<file path="src/rtl/cpu_types_pkg.sv">
// Shared CPU pipeline types: word/register widths plus the EX/MEM holding entry and its FSM states.
package cpu_types_pkg;

  typedef logic [31:0] word_t;
  typedef logic [4:0]  regbits_t;

  typedef enum logic [1:0] {
    EMPTY = 2'd0,
    FULL  = 2'd1,
    SKID  = 2'd2
  } exmem_state_t;

  typedef struct packed {
    word_t    aluout;
    logic     zero;
    logic     negative;
    logic     overflow;
    word_t    pc;
    regbits_t rd;
    logic     regwrite;
    logic     dren;
    logic     dwen;
    word_t    store;
  } exmem_entry_t;

  // An entry with its side-effecting controls removed; used for squashed or vacated slots.
  function automatic exmem_entry_t exmem_strip_ctrl(exmem_entry_t e);
    exmem_entry_t r;
    r          = e;
    r.regwrite = 1'b0;
    r.dren     = 1'b0;
    r.dwen     = 1'b0;
    return r;
  endfunction

endpackage

</file>
<file path="src/rtl/ex_mem_reg.sv">
// EX/MEM pipeline register: two-entry skid buffer with a registered ex_ready.
// Optional overflow trap capture enabled by defining OVERFLOW_TRAP_EN.
module ex_mem_reg
  import cpu_types_pkg::*;
#(
  parameter word_t RESET_EPC = 32'h0
) (
  input  logic     CLK,
  input  logic     nRST,
  input  logic     flush,
  input  logic     ex_valid,
  output logic     ex_ready,
  input  word_t    ex_aluout,
  input  logic     ex_zero,
  input  logic     ex_negative,
  input  logic     ex_overflow,
  input  logic     ex_signed_op,
  input  word_t    ex_pc,
  input  regbits_t ex_rd,
  input  logic     ex_regwrite,
  input  logic     ex_dren,
  input  logic     ex_dwen,
  input  word_t    ex_store,
  output logic     mem_valid,
  input  logic     mem_ready,
  output word_t    mem_aluout,
  output logic     mem_zero,
  output logic     mem_negative,
  output logic     mem_overflow,
  output word_t    mem_pc,
  output regbits_t mem_rd,
  output logic     mem_regwrite,
  output logic     mem_dren,
  output logic     mem_dwen,
  output word_t    mem_store,
  output logic     exc_valid,
  output word_t    exc_epc,
  input  logic     exc_ack
);

  exmem_state_t state;
  exmem_entry_t main_q;
  exmem_entry_t skid_q;
  exmem_entry_t in_entry;
  logic         accept;
  logic         deliver;

  assign accept  = ex_valid && ex_ready;
  assign deliver = mem_valid && mem_ready;

`ifdef OVERFLOW_TRAP_EN
  logic trap;

  always_comb begin
    in_entry = '{aluout: ex_aluout, zero: ex_zero, negative: ex_negative,
                 overflow: ex_overflow, pc: ex_pc, rd: ex_rd,
                 regwrite: ex_regwrite, dren: ex_dren, dwen: ex_dwen,
                 store: ex_store};
    if (ex_overflow && ex_signed_op) begin
      in_entry = exmem_strip_ctrl(in_entry);
    end
    trap = accept && ex_overflow && ex_signed_op && !flush;
  end

  // A trap arriving with the ack replaces the acknowledged one; otherwise the first EPC sticks.
  always_ff @(posedge CLK or negedge nRST) begin
    if (!nRST) begin
      exc_valid <= 1'b0;
      exc_epc   <= RESET_EPC;
    end else if (trap && (!exc_valid || exc_ack)) begin
      exc_valid <= 1'b1;
      exc_epc   <= ex_pc;
    end else if (exc_ack) begin
      exc_valid <= 1'b0;
    end
  end
`else
  logic unused_trap_inputs;

  always_comb begin
    in_entry = '{aluout: ex_aluout, zero: ex_zero, negative: ex_negative,
                 overflow: ex_overflow, pc: ex_pc, rd: ex_rd,
                 regwrite: ex_regwrite, dren: ex_dren, dwen: ex_dwen,
                 store: ex_store};
  end

  assign unused_trap_inputs = ^{exc_ack, ex_signed_op};
  assign exc_valid          = 1'b0;
  assign exc_epc            = RESET_EPC;
`endif

  always_ff @(posedge CLK or negedge nRST) begin
    if (!nRST) begin
      state     <= EMPTY;
      main_q    <= '0;
      skid_q    <= '0;
      mem_valid <= 1'b0;
      ex_ready  <= 1'b0;
    end else if (flush) begin
      state     <= EMPTY;
      main_q    <= exmem_strip_ctrl(main_q);
      mem_valid <= 1'b0;
      ex_ready  <= 1'b1;
    end else begin
      unique case (state)
        EMPTY: begin
          ex_ready <= 1'b1;
          if (accept) begin
            main_q    <= in_entry;
            mem_valid <= 1'b1;
            state     <= FULL;
          end
        end
        FULL: begin
          if (accept && deliver) begin
            main_q <= in_entry;
          end else if (accept) begin
            skid_q   <= in_entry;
            ex_ready <= 1'b0;
            state    <= SKID;
          end else if (deliver) begin
            main_q    <= exmem_strip_ctrl(main_q);
            mem_valid <= 1'b0;
            state     <= EMPTY;
          end
        end
        SKID: begin
          if (deliver) begin
            main_q   <= skid_q;
            ex_ready <= 1'b1;
            state    <= FULL;
          end
        end
        default: begin
          state     <= EMPTY;
          mem_valid <= 1'b0;
          ex_ready  <= 1'b1;
        end
      endcase
    end
  end

  assign mem_aluout   = main_q.aluout;
  assign mem_zero     = main_q.zero;
  assign mem_negative = main_q.negative;
  assign mem_overflow = main_q.overflow;
  assign mem_pc       = main_q.pc;
  assign mem_rd       = main_q.rd;
  assign mem_regwrite = main_q.regwrite;
  assign mem_dren     = main_q.dren;
  assign mem_dwen     = main_q.dwen;
  assign mem_store    = main_q.store;

endmodule

</file>
<file path="config.mk">
export PLATFORM = sky130hd
export DESIGN_NAME = ex_mem_reg
export DESIGN_NICKNAME = d
export VERILOG_FILES = /design/src/rtl/cpu_types_pkg.sv /design/src/rtl/ex_mem_reg.sv
export SDC_FILE = /design/constraint.sdc
export NUM_CORES = 1
export LEC_CHECK = 0
export CAP_MARGIN = 20
export CORE_MARGIN = 1
export CORE_UTILIZATION = 54
export CTS_BUF_LIST = sky130_fd_sc_hd__clkbuf_4 sky130_fd_sc_hd__clkbuf_8
export CTS_CLUSTER_SIZE = 25
export DETAILED_ROUTE_END_ITERATION = 8
export PLACE_DENSITY = 0.88
export SLEW_MARGIN = 25
export SYNTH_ARGS = -nofsm -noshare
export SYNTH_HDL_FRONTEND = slang
export SYNTH_SLANG_ARGS = --single-unit
</file>
<file path="constraint.sdc">
create_clock -name CLK -period 3.45 [get_ports CLK]
set_clock_uncertainty 0.15 [all_clocks]
set_input_delay 0.8625 -clock CLK [delete_from_list [all_inputs] [get_ports CLK]]
set_output_delay 0.8625 -clock CLK [all_outputs]
set_load 0.01 [all_outputs]
</file>
==> impl_metrics.env <==
export IMPL_fin_tns_setup_ns=0
export IMPL_gp_congestion=0.835
export IMPL_grt_pass1_wl_um=35900
export IMPL_ant_nets=0
export IMPL_antenna_found_initial=0
export IMPL_synth_area_mm2=0.00927
export IMPL_instances_no_fill=1241
export IMPL_rsz0062_at_grt="false"
export IMPL_ys_seq_area_share_pct=58.9
export IMPL_via_per_inst=5.64
export IMPL_grt_max_degree=84
export IMPL_port_buffers=220
export IMPL_synthXorXnorAreaFrac_pct=0
export IMPL_dp_hpwl_um=14100
export IMPL_cts_tree="yes"
export IMPL_critPathRequiredTime_ns=3.71
export IMPL_synth_top_area_share_pct=58.9
export IMPL_r2r_cells=8
export IMPL_vdd_drop_max_mv=0.581
export IMPL_setup_viol_count_final=0
export IMPL_hold_viol=0
export IMPL_arrival_ns=3.06
export IMPL_die_area_mm2=0.0177
export IMPL_final_nets=1117
export IMPL_ctsHoldBuffers=0
export IMPL_crit_type="input pin to flip-flop"
export IMPL_place_area_mm2=0.0116
export IMPL_hold_class="input pin to asynchronous set/reset pin"
export IMPL_row_count=47
export IMPL_fin_area_mm2=0.0124
export IMPL_max_stage_delay_ns=0.56
export IMPL_ys_async_sr_fraction_pct=100
export IMPL_crit_chain="clkdlybuf4s50_1 -> nand4_1 -> a2111oi_4 -> buf_12 -> buf_12 -> nor2_1 -> a21oi_1"
export IMPL_io_pins=256
export IMPL_first_pass_iters=5
export IMPL_numCtsBuffers=36
export IMPL_synth_top_family_by_area="compound AO/OA/AOI/OAI gates"
export IMPL_synth_edff_count=0
export IMPL_yosys_register_bits=218
export IMPL_syn_avg_cell_area_um2=11.8
export IMPL_antenna_cells=0
export IMPL_clock_path_buffers=3
export IMPL_yosys_area_share_adder_pct=0.675
export IMPL_wl_met3_um=1670
export IMPL_post_route_drc_count=0
export IMPL_cap_violations=0
export IMPL_clock_root_buffer="clkbuf_8"
export IMPL_post_cts_resized=0
export IMPL_placed_cells=1180
export IMPL_grt_use_total_pct=25.7
export IMPL_drtIter0Drc=405
export IMPL_critPathMostFrequentCell="buf_12"
export IMPL_fin_ws_ns=0.648
export IMPL_wl_per_cell_um=17.8
export IMPL_min_period_ns=2.80
export IMPL_period_share_pct=81.2
export IMPL_clk_pin_slew_worst_paths_ns=0.06
export IMPL_drt_wl_total_um=22100
export IMPL_final_max_slew_viol_count=0
export IMPL_p_leak_nw=5.28
export IMPL_nFillCells=1102
export IMPL_yosys_area_share_simple_pct=5.48
export IMPL_yosysWarnings=0
export IMPL_synth_ff_type="dfrtp_1"
export IMPL_worstSetupStartpointType="input pin"
export IMPL_yosysTopAreaCell="dfrtp_1"
export IMPL_drive_gt1_share_pct=18.8
export IMPL_hold_slack_ns=0.199
export IMPL_power_density_mw_per_mm2=957
export IMPL_h_tree_depth=2
export IMPL_worst_pin_slew_ns=0.689
export IMPL_insertion_delay_ns=0.52
export IMPL_slew_headroom_pct=53.7
export IMPL_top_layer_used="met4"
export IMPL_synth_cell_types=34
export IMPL_cts_setup_buffers=0
export IMPL_place_worst_setup_slack_ns=0.265
export IMPL_grt_pass1_vias=7163
export IMPL_synthCells=782
export IMPL_status="finished, final reports clean"
export IMPL_cp_slowest_cell="clkdlybuf4s50_1"
export IMPL_fp_dieH_um=133
export IMPL_end_kind="flip-flop"
export IMPL_synthMuxAreaShare_pct=13.1
export IMPL_synth_compound_area_share_pct=15.8
export IMPL_clock_sinks=218
export IMPL_coreArea_mm2=0.0166
export IMPL_fp_dieW_um=133
export IMPL_wl_met2_um=11300
export IMPL_cp_max_fo=54
export IMPL_wl_met1_um=8430
export IMPL_synth_area_leaders="dfrtp_1 59%, mux2_2 13%, a22oi_1 8.7%, a21oi_1 5.7%, nor2_1 4.6%"
export IMPL_vias=7005
export IMPL_max_freq_mhz=357
export IMPL_start_util_pct=55.7
export IMPL_area_delta_synth_final_pct=33.4
export IMPL_gr_total_overflow=0
worst paths after layout:
check | to | start | slack, ns
setup / recovery | mem_aluout[7] | ex_valid | 0.65
min in group CLK | skid_q[61] | skid_q[61] | 0.36
hold reg to reg | skid_q[61] | skid_q[61] | 0.36
max in group asynchronous | mem_negative | nRST | 2.25
setup reg to reg | mem_aluout[7] | state[0] | 0.86
hold / removal | mem_aluout[12] | nRST | 0.20
power breakdown:
group / switching (mW) / internal (mW) / leakage [nW]
Combinational: 2.36 / 2.58 / 2.33
Clock: 0.997 / 1.31 / 0.394
Sequential: 0.705 / 3.87 / 2.56
Total: 4.07 / 7.76 / 5.28
worst max-delay path: cells and delay by family:
kind / cells / cell delay (ns)
buffers and inverters: 3 / 1.07
AOI/OAI and AO/OA: 2 / 0.74
and+or+nand+nor: 2 / 0.37
Yosys cell counts (2+ instances only):
| master | n |
|---|---|
| ha_1 | 5 |
| nor2_1 | 113 |
| inv_1 | 3 |
| a22oi_1 | 107 |
| buf_2 | 26 |
| a21o_1 | 2 |
| a21oi_1 | 106 |
| mux2_2 | 108 |
| dfrtp_1 | 218 |
| buf_4 | 44 |
| a21boi_0 | 2 |
| clkbuf_1 | 20 |
| nand2_1 | 3 |
| nor3_1 | 2 |
| a211oi_1 | 4 |
per-stage QoR:
stage,util (%),power (mW)
after floorplan,-,7.25
after detailed placement,69.8,9.52
after global routing,74.3,12.6
final,74.3,11.8
after CTS,74.3,11.9
after global placement,69.8,9.26
sequential cells by signal (all words and copies together) (netlist names):
signal        flops
ex_ready          1
mem_negative      1
mem_valid         1
skid_q          107
mem_store        32
mem_zero          1
mem_overflow      1
mem_pc           32
mem_rd            5
mem_dwen          1
mem_regwrite      1
mem_dren          1
mem_aluout       32
state             2
kinds of logic after synthesis:
logic type	after synthesis
other	1
buffers and inverters	94
adders and majority gates	5
and+or+nand+nor	127
AOI/OAI and AO/OA	229
DFF	218
muxes	108
placed cells by master, fill, tap and decap left out, types with 2 or more instances in the layout:
| master | synthesis | final |
|---|---|---|
| clkdlybuf4s50_1 | 0 | 219 |
| inv_1 | 3 | 3 |
| a22oi_1 | 107 | 107 |
| clkbuf_8 | 0 | 46 |
| a21boi_0 | 2 | 2 |
| nand2_1 | 3 | 3 |
| clkbuf_4 | 0 | 11 |
| mux2_2 | 108 | 108 |
| a211oi_1 | 4 | 4 |
| conb_1 | 1 | 33 |
| buf_4 | 44 | 6 |
| nor2_1 | 113 | 113 |
| clkinv_2 | 0 | 2 |
| buf_12 | 0 | 11 |
| nor3_1 | 2 | 2 |
| a21o_1 | 2 | 2 |
| ha_1 | 5 | 5 |
| a21oi_1 | 106 | 106 |
| dfrtp_1 | 218 | 218 |
routing by layer:
metal | vias up | GRT usage (%)
li1 | 3189 | -
met2 | 252 | 43.5
met1 | 3505 | 30.3
met3 | 59 | 7.16
met5 | - | 0
met4 | 0 | 12.0
layout make-up:
class                      instances  area (um2)  area share [%]
sequential                       218        5460            44.1
multi-input combinational        502        3400            27.5
timing repair buffer             237        2470            20.0
clock buffer                      57         716            5.79
tap                              220         275            2.23
clock inverter                     4        26.3           0.213
inverter                           3        11.3          0.0911
Note: power is estimated with default switching activity, not from simulation.
